<file path="src/rtl/pipemem_lsu_pkg.sv">
// Shared pipeline definitions for the MEM-stage load/store unit.
package pipemem_lsu_pkg;

    typedef enum logic {
        IDLE = 1'b0,
        BUSY = 1'b1
    } lsu_state_t;

    localparam int TIMEOUT_DEFAULT = 15;
    localparam int WCNT_W          = 4;

endpackage

</file>
<file path="src/rtl/pipemem_lsu_pipeemreg.sv">
// EX/MEM pipeline register; loads the EXE-stage fields whenever the MEM stage is not stalled.
module pipeemreg (
    input  logic        clock,
    input  logic        resetn,
    input  logic        en,
    input  logic        ewreg,
    input  logic        em2reg,
    input  logic        ewmem,
    input  logic [4:0]  ern,
    input  logic [31:0] ealu,
    input  logic [31:0] eb,
    output logic        wreg_q,
    output logic        m2reg_q,
    output logic        wmem_q,
    output logic [4:0]  rn_q,
    output logic [31:0] alu_q,
    output logic [31:0] b_q
);

    always_ff @(posedge clock or negedge resetn) begin
        if (!resetn) begin
            wreg_q  <= 1'b0;
            m2reg_q <= 1'b0;
            wmem_q  <= 1'b0;
            rn_q    <= 5'd0;
            alu_q   <= 32'd0;
            b_q     <= 32'd0;
        end else if (en) begin
            wreg_q  <= ewreg;
            m2reg_q <= em2reg;
            wmem_q  <= ewmem;
            rn_q    <= ern;
            alu_q   <= ealu;
            b_q     <= eb;
        end
    end

endmodule

</file>
<file path="src/rtl/pipemem_lsu.sv">
// MEM-stage load/store unit: EX/MEM register, memory handshake FSM with wait timeout,
// stall generation and MEM/WB-side outputs.
//   state | meaning
//   IDLE  | no memory access outstanding; EX/MEM register free-running
//   BUSY  | access for the op held in EX/MEM is on the bus, waiting for mem_ack
module pipemem_lsu
    import pipemem_lsu_pkg::*;
#(
    parameter int TIMEOUT = TIMEOUT_DEFAULT
) (
    input  logic        clock,
    input  logic        resetn,
    input  logic        ewreg,
    input  logic        em2reg,
    input  logic        ewmem,
    input  logic [4:0]  ern,
    input  logic [31:0] ealu,
    input  logic [31:0] eb,
    output logic        mem_req,
    output logic        mem_we,
    output logic [31:0] mem_addr,
    output logic [31:0] mem_wdata,
    input  logic        mem_ack,
    input  logic [31:0] mem_rdata,
    output logic        mwreg,
    output logic        mm2reg,
    output logic [4:0]  mrn,
    output logic [31:0] malu,
    output logic [31:0] mmo,
    output logic        mstall,
    output logic        merr
);

    localparam logic [WCNT_W-1:0] TO_CNT = WCNT_W'(TIMEOUT);

    lsu_state_t        state, state_nxt;
    logic              wreg_q, m2reg_q, wmem_q;
    logic [4:0]        rn_q;
    logic [31:0]       alu_q, b_q, mmo_q;
    logic [WCNT_W-1:0] wcnt;
    logic              busy, acked, timeout, mem_op;

    assign busy   = (state == BUSY);
    assign mem_op = em2reg | ewmem;

    pipeemreg u_emreg (
        .clock   (clock),
        .resetn  (resetn),
        .en      (~mstall),
        .ewreg   (ewreg),
        .em2reg  (em2reg),
        .ewmem   (ewmem),
        .ern     (ern),
        .ealu    (ealu),
        .eb      (eb),
        .wreg_q  (wreg_q),
        .m2reg_q (m2reg_q),
        .wmem_q  (wmem_q),
        .rn_q    (rn_q),
        .alu_q   (alu_q),
        .b_q     (b_q)
    );

    always_ff @(posedge clock or negedge resetn) begin
        if (!resetn) state <= IDLE;
        else         state <= state_nxt;
    end

    // A timed-out access completes like an ack, so the pipeline moves on instead of hanging.
    always_comb begin
        state_nxt = state;
        mstall    = 1'b0;
        acked     = 1'b0;
        timeout   = 1'b0;
        if (busy) begin
            if (mem_ack)              acked   = 1'b1;
            else if (wcnt == TO_CNT)  timeout = 1'b1;
            else                      mstall  = 1'b1;
        end
        if (!busy || acked || timeout) state_nxt = mem_op ? BUSY : IDLE;
    end

    always_ff @(posedge clock or negedge resetn) begin
        if (!resetn) begin
            wcnt  <= '0;
            mmo_q <= 32'd0;
            merr  <= 1'b0;
        end else begin
            if (mstall) wcnt <= wcnt + 1'b1;
            else        wcnt <= '0;
            if (acked && m2reg_q)        mmo_q <= mem_rdata;
            else if (timeout && m2reg_q) mmo_q <= 32'd0;
            if (timeout) merr <= 1'b1;
        end
    end

    assign mem_req   = busy;
    assign mem_we    = wmem_q;
    assign mem_addr  = alu_q;
    assign mem_wdata = b_q;

    assign mmo    = acked ? mem_rdata : ((timeout && m2reg_q) ? 32'd0 : mmo_q);
    assign mwreg  = wreg_q & ~mstall & ~(timeout & m2reg_q);
    assign mm2reg = m2reg_q;
    assign mrn    = rn_q;
    assign malu   = alu_q;

endmodule
</file>
<file path="config.mk">
export PLATFORM = sky130hd
export DESIGN_NAME = pipemem_lsu
export DESIGN_NICKNAME = d
export VERILOG_FILES = /design/src/rtl/pipemem_lsu_pkg.sv /design/src/rtl/pipemem_lsu_pipeemreg.sv /design/src/rtl/pipemem_lsu.sv
export SDC_FILE = /design/constraint.sdc
export NUM_CORES = 1
export LEC_CHECK = 0
export CORE_AREA = 2 2 114 116
export DETAILED_ROUTE_END_ITERATION = 8
export DIE_AREA = 0 0 116 118
export GPL_ROUTABILITY_DRIVEN = 0
export PLACE_DENSITY_LB_ADDON = 0.25
export SYNTH_ARGS = -nofsm -noshare
export SYNTH_HDL_FRONTEND = slang
export SYNTH_SLANG_ARGS = --single-unit
</file>
<file path="constraint.sdc">
create_clock -name clock -period 3.2 [get_ports clock]
set_input_delay 0.64 -clock clock [delete_from_list [all_inputs] [get_ports clock]]
set_output_delay 0.64 -clock clock [all_outputs]
set_load 0.01 [all_outputs]
</file>
Yosys cells after proc, flatten, opt, wreduce, memory -nomap -nowiden

Index checks and enable logic that the tools add are counted.

Bits in registers: 110
Input port bits: 107

Add/sub/neg operators: 1
Eq/ne operators: 1
Mux-type cells: 13
Bitwise operators: 6
Reductions and logical operators: 5

Operators with widths:

| cell                                        | count |
|---|---|
| two-way mux 32 bit                          | 3 |
| two-way mux 1 bit                           | 9 |
| adder 4 x 1 -> 4 bit, second input constant | 1 |
| == test 4 bit, second input constant        | 1 |
| two-way mux 4 bit                           | 1 |
| AND 1 bit                                   | 3 |
| logical AND 1 bit                           | 2 |
| logical OR 1 bit                            | 2 |
| NOT 1 bit                                   | 2 |
| logical NOT 1 bit                           | 1 |
| bitwise OR 1 bit                            | 1 |

Longest topological paths before layout

Word-level depth: 7
Gate-level depth with buffers: 6

Hierarchy

From an unflattened synthesis, not the netlist that was laid out.

Cell total of the unflattened synthesis: 390
Area, all modules: 5165.0 sq um

Modules (own cells, without submodules):

| module      | instances | cells an instance | area an instance (sq um) | sequential area each (sq um) |
|---|---|---|---|---|
| pipeemreg   | 1         | 152               | 3026.7                   | 1801.7 |
| pipemem_lsu | 1         | 238               | 2138.3                   | 950.9 |

Least setup slack after synthesis

OpenSTA, ideal clock, no wires.

Path type: input to output
Start: input port mem_ack
End: output port mmo[0]
Arrival time: 1.472 ns
Slack: 1.088 ns
Cell stages on the path: 5
Path buffers: 3
Cells stage by stage: buf_2 -> and2_1 -> clkbuf_1 -> buf_2 -> a22o_1

Cells in the longest elaborated chain, start to end: 5
Elaborated cells on any way between the ends: 7

RTL lines:

| what                   | RTL line           | text |
|---|---|---|
| from (decl)            | pipemem_lsu.sv:23  | `input logic mem_ack,` |
| two-way mux 1 bit      | pipemem_lsu.sv:76  | `if (mem_ack) acked = 1'b1;` |
| two-way mux 1 bit      | pipemem_lsu.sv:75  | `if (busy) begin` |
| logical AND 1 bit      | pipemem_lsu.sv:102 | `assign mmo = acked ? mem_rdata : ((timeout && m2reg_q) ? 32'd0 : mmo_q);` |
| two-way mux 32 bit     | -                  |  |
| two-way mux 32 bit (*) | pipemem_lsu.sv:102 |  |
| to (decl)              | pipemem_lsu.sv:29  | `output logic [31:0] mmo,` |

Every way passes the cells marked *; elsewhere a longest branch is shown, timed or not.

Final worst setup path

Start: input port mem_ack
End: output port mmo[9]

Same word-level chain as after synthesis.

==> load_flow_metrics.sql <==
INSERT INTO impl_metrics (metric_group, metric, value, unit) VALUES
('grt', 'first_pass_grt_wire_length', '18.5', 'mm'),
('cts', 'ctsHtreeMaxLevel', '3', ''),
('sta', 'setup_violations', '0', ''),
('yosys', 'syn_avg_cell_area', '15.0', 'um^2'),
('grt', 'pin_count_of_the_biggest_net_entering_global_routing', '75', ''),
('place', 'dp.final_hpwl', '8.60', 'mm'),
('yosys', 'synth_area', '4880', 'um^2'),
('cts', 'clk_root_buffer_cell', 'clkbuf_16', ''),
('cts', 'postCtsResizedCells', '0', ''),
('drt', 'via_count', '3504', ''),
('grt', 'global_route.usage.total', '17.1', '%'),
('pwr', 'power_per_cell_area', '525', 'nW/um^2'),
('die', 'floorplan.core_area', '12400', 'um^2'),
('yosys', 'yosysTopAreaCellShare', '56.4', '%'),
('drt', 'drtAntennaViolNets', '0', ''),
('grt', 'number_of_antenna_violations_at_the_first_check_in_global_routing', '0', ''),
('sta', 'drv_slew', '0', ''),
('grt', 'via_count_of_the_first_global_routing_pass', '3477', ''),
('yosys', 'synth_cell_types', '25', ''),
('sta', 'slew_headroom', '40.3', '%'),
('drt', 'met3_length', '1.25', 'mm'),
('sta', 'fin_tns_setup', '0', 'ns'),
('sta', 'final_worst_path_period_share', '93.4', '%'),
('drt', 'total_drc_errors_in_the_routed_layout', '0', ''),
('cts', 'cts_hold_repair.buffers', '0', ''),
('layout', 'final_nets', '638', ''),
('sta', 'rsz0062_at_grt', 'no', ''),
('die', 'die_y', '118', 'um'),
('sta', 'worst_hold_slack', '0.416', 'ns'),
('critical_path', 'worst_setup_path_start_kind', 'input pin', ''),
('drt', 'finalWirelength', '12.0', 'mm'),
('cts', 'clock_sink_count', '110', ''),
('yosys', 'synthCells', '325', ''),
('yosys', 'postSynthNetCount', '433', ''),
('die', 'num_io_pins', '246', ''),
('die', 'total_die_area', '13700', 'um^2'),
('sta', 'hold_viol', '0', ''),
('yosys', 'synth.top_cells.by_area', 'dfrtp_1, mux2_4, a32o_1', ''),
('critical_path', 'worst-path-max-fanout', '32', ''),
('cts', 'insertion_delay', '0.34', 'ns'),
('yosys', 'synth_seq_area_share', '56.4', '%'),
('critical_path', 'critical_path_end_type', 'primary output', ''),
('layout', 'n_fill_cell', '1005', ''),
('place', 'place_inst', '691', ''),
('critical_path', 'setup.worst_path.class', 'in -> out', ''),
('cts', 'clockBufferDepth', '2', ''),
('cts', 'cts.reportedPaths.clkPinSlew', '0.07', 'ns'),
('outcome', 'run_status', 'finished clean', ''),
('layout', 'layout-drive-gt1-share', '18.5', '%'),
('layout', 'layout_common_cells', 'clkdlybuf4s50_1, dfrtp_1, mux2_4', ''),
('pwr', 'total_leakage_power', '3.20', 'nW'),
('drt', 'met2RoutedLength', '5.66', 'mm'),
('yosys', 'yosys.area.top_type', 'dfrtp_1', ''),
('job', 'max-cap-violations', '0', ''),
('layout', 'count_of_non_filler_cells_in_the_finished_layout', '707', ''),
('drt', 'detailedRoute.firstIterationViolations', '286', ''),
('sta', 'fin_crit', '2.99', 'ns'),
('sta', 'finalClockSkew', '0.00679', 'ns'),
('sta', 'tightest_slew', '0.895', 'ns'),
('yosys', 'synthesis.yosys.warnings', '0', ''),
('drt', 'avgRoutedWirePerCell', '17.0', 'um'),
('drt', 'detailed_route_vias_per_instance', '4.96', ''),
('die', 'starting_density_of_the_core', '39.3', '%'),
('cts', 'tritoncts', 'done', ''),
('place', 'port-buffer-count', '245', ''),
('die', 'floorplan.rows', '41', ''),
('layout', 'antenna-diode-count', '0', ''),
('layout', 'layout.cells.most_common', 'clkdlybuf4s50_1', ''),
('critical_path', 'arrival', '2.35', 'ns'),
('die', 'die_w', '116', 'um'),
('cts', 'cts-buffers-inserted', '9', ''),
('grt', 'grt_ovf', '0', ''),
('cts', 'cts.repair_timing.setup_buffer_count', '0', ''),
('layout', 'areaGrowthSynthToFinish', '55.4', '%'),
('critical_path', 'critical_path_required', '2.56', 'ns'),
('drt', 'topRoutingLayerUsed', 'met4', ''),
('drt', 'wl_met1', '4.94', 'mm'),
('min_path', 'hold_class', 'in -> async', ''),
('sta', 'max_clock_freq', '334', 'MHz'),
('yosys', 'synthesized_flop_and_latch_total', '110', ''),
('drt', 'dr.pass1.iters', '4', ''),
('pwr', 'peakVddDrop', '281', 'uV');
final timing paths:
path,depth (start not counted),slack [ns],from,to
worst max-delay path,5,0.21,mem_ack,mmo[9]
worst min-delay path,1,0.42,resetn,mmo_q[17]$_DFF_PN0_
worst max register to register,5,1.18,wcnt[0]$_DFF_PN0_,u_emreg.rn_q[2]$_DFFE_PN0N_
worst min register to register,1,0.48,merr$_DFFE_PN0P_,merr$_DFFE_PN0P_
max in group asynchronous,2,2.03,resetn,u_emreg.b_q[13]$_DFFE_PN0N_
min in group clock,1,0.48,merr$_DFFE_PN0P_,merr$_DFFE_PN0P_
metrics by stage:
step / cell area, um^2 / utilization [%] / total power, mW / setup slack [ns]
after global routing: 7580 / 61.1 / 4.16 / 0.124
after detailed placement: 7260 / 58.5 / 2.82 / 0.214
after global placement: 7260 / 58.5 / 2.80 / 0.263
after floorplan: 4880 / - / 2.22 / 1.09
after CTS: 7580 / 61.1 / 4.03 / 0.207
final: 7580 / 61.1 / 3.98 / 0.210
where the power goes:
part           switching [mW]  internal (mW)
registers               0.116           1.57
logic                   0.386          0.705
clock network           0.506          0.692
routing by layer:
| layer | GRT usage, % | vias to the layer above |
|---|---|---|
| met4 | 5.58 | 0 |
| met2 | 26.9 | 158 |
| met1 | 21.7 | 1743 |
| li1 | - | 1593 |
| met3 | 6.54 | 10 |
| met5 | 0 | - |
state kept, by name (all words and copies together), names as in the netlist:
signal,count
u_emreg.alu_q,32
mmo_q,32
mem_req,1
u_emreg.rn_q,5
wcnt,4
merr,1
u_emreg.m2reg_q,1
u_emreg.wmem_q,1
u_emreg.b_q,32
u_emreg.wreg_q,1
Yosys cell counts:
| library cell | count |
|---|---|
| a22o_1 | 32 |
| a32o_1 | 32 |
| and2_1 | 3 |
| and3_2 | 1 |
| and4_1 | 1 |
| buf_2 | 13 |
| buf_4 | 32 |
| buf_6 | 6 |
| clkbuf_1 | 7 |
| dfrtp_1 | 110 |
| ha_1 | 1 |
| mux2_1 | 1 |
| mux2_2 | 25 |
| mux2_4 | 46 |
| nand2b_4 | 1 |
| nand3_1 | 2 |
| nor2_1 | 2 |
| nor2_2 | 1 |
| nor3_1 | 2 |
| o21a_1 | 1 |
| o21ai_1 | 2 |
| o21bai_1 | 1 |
| or3_1 | 1 |
| xnor2_1 | 1 |
| xor2_1 | 1 |
critical path: stages:
cell             delay, ns
clkdlybuf4s50_1       0.59
and2_1                0.21
buf_12                0.19
a22o_1                0.16
clkdlybuf4s50_1       0.55
cell type report:
type | instances | area (um^2) | share of cell area, %
Tap cell | 172 | 215 | 2.84
Clock inverter | 6 | 93.8 | 1.24
Clock buffer | 10 | 229 | 3.02
Multi-Input combinational cell | 157 | 1740 | 23.0
Sequential cell | 110 | 2750 | 36.3
Timing Repair Buffer | 252 | 2550 | 33.7
cell families after synthesis:
logic type / share of synthesized area [%]
fa+ha+maj: 0.256
buf+inv: 8.18
xor+xnor: 0.359
mux: 20.2
flops: 56.4
simple gates: 1.82
compound gates: 12.8
Note: power is estimated with default switching activity, not from simulation.
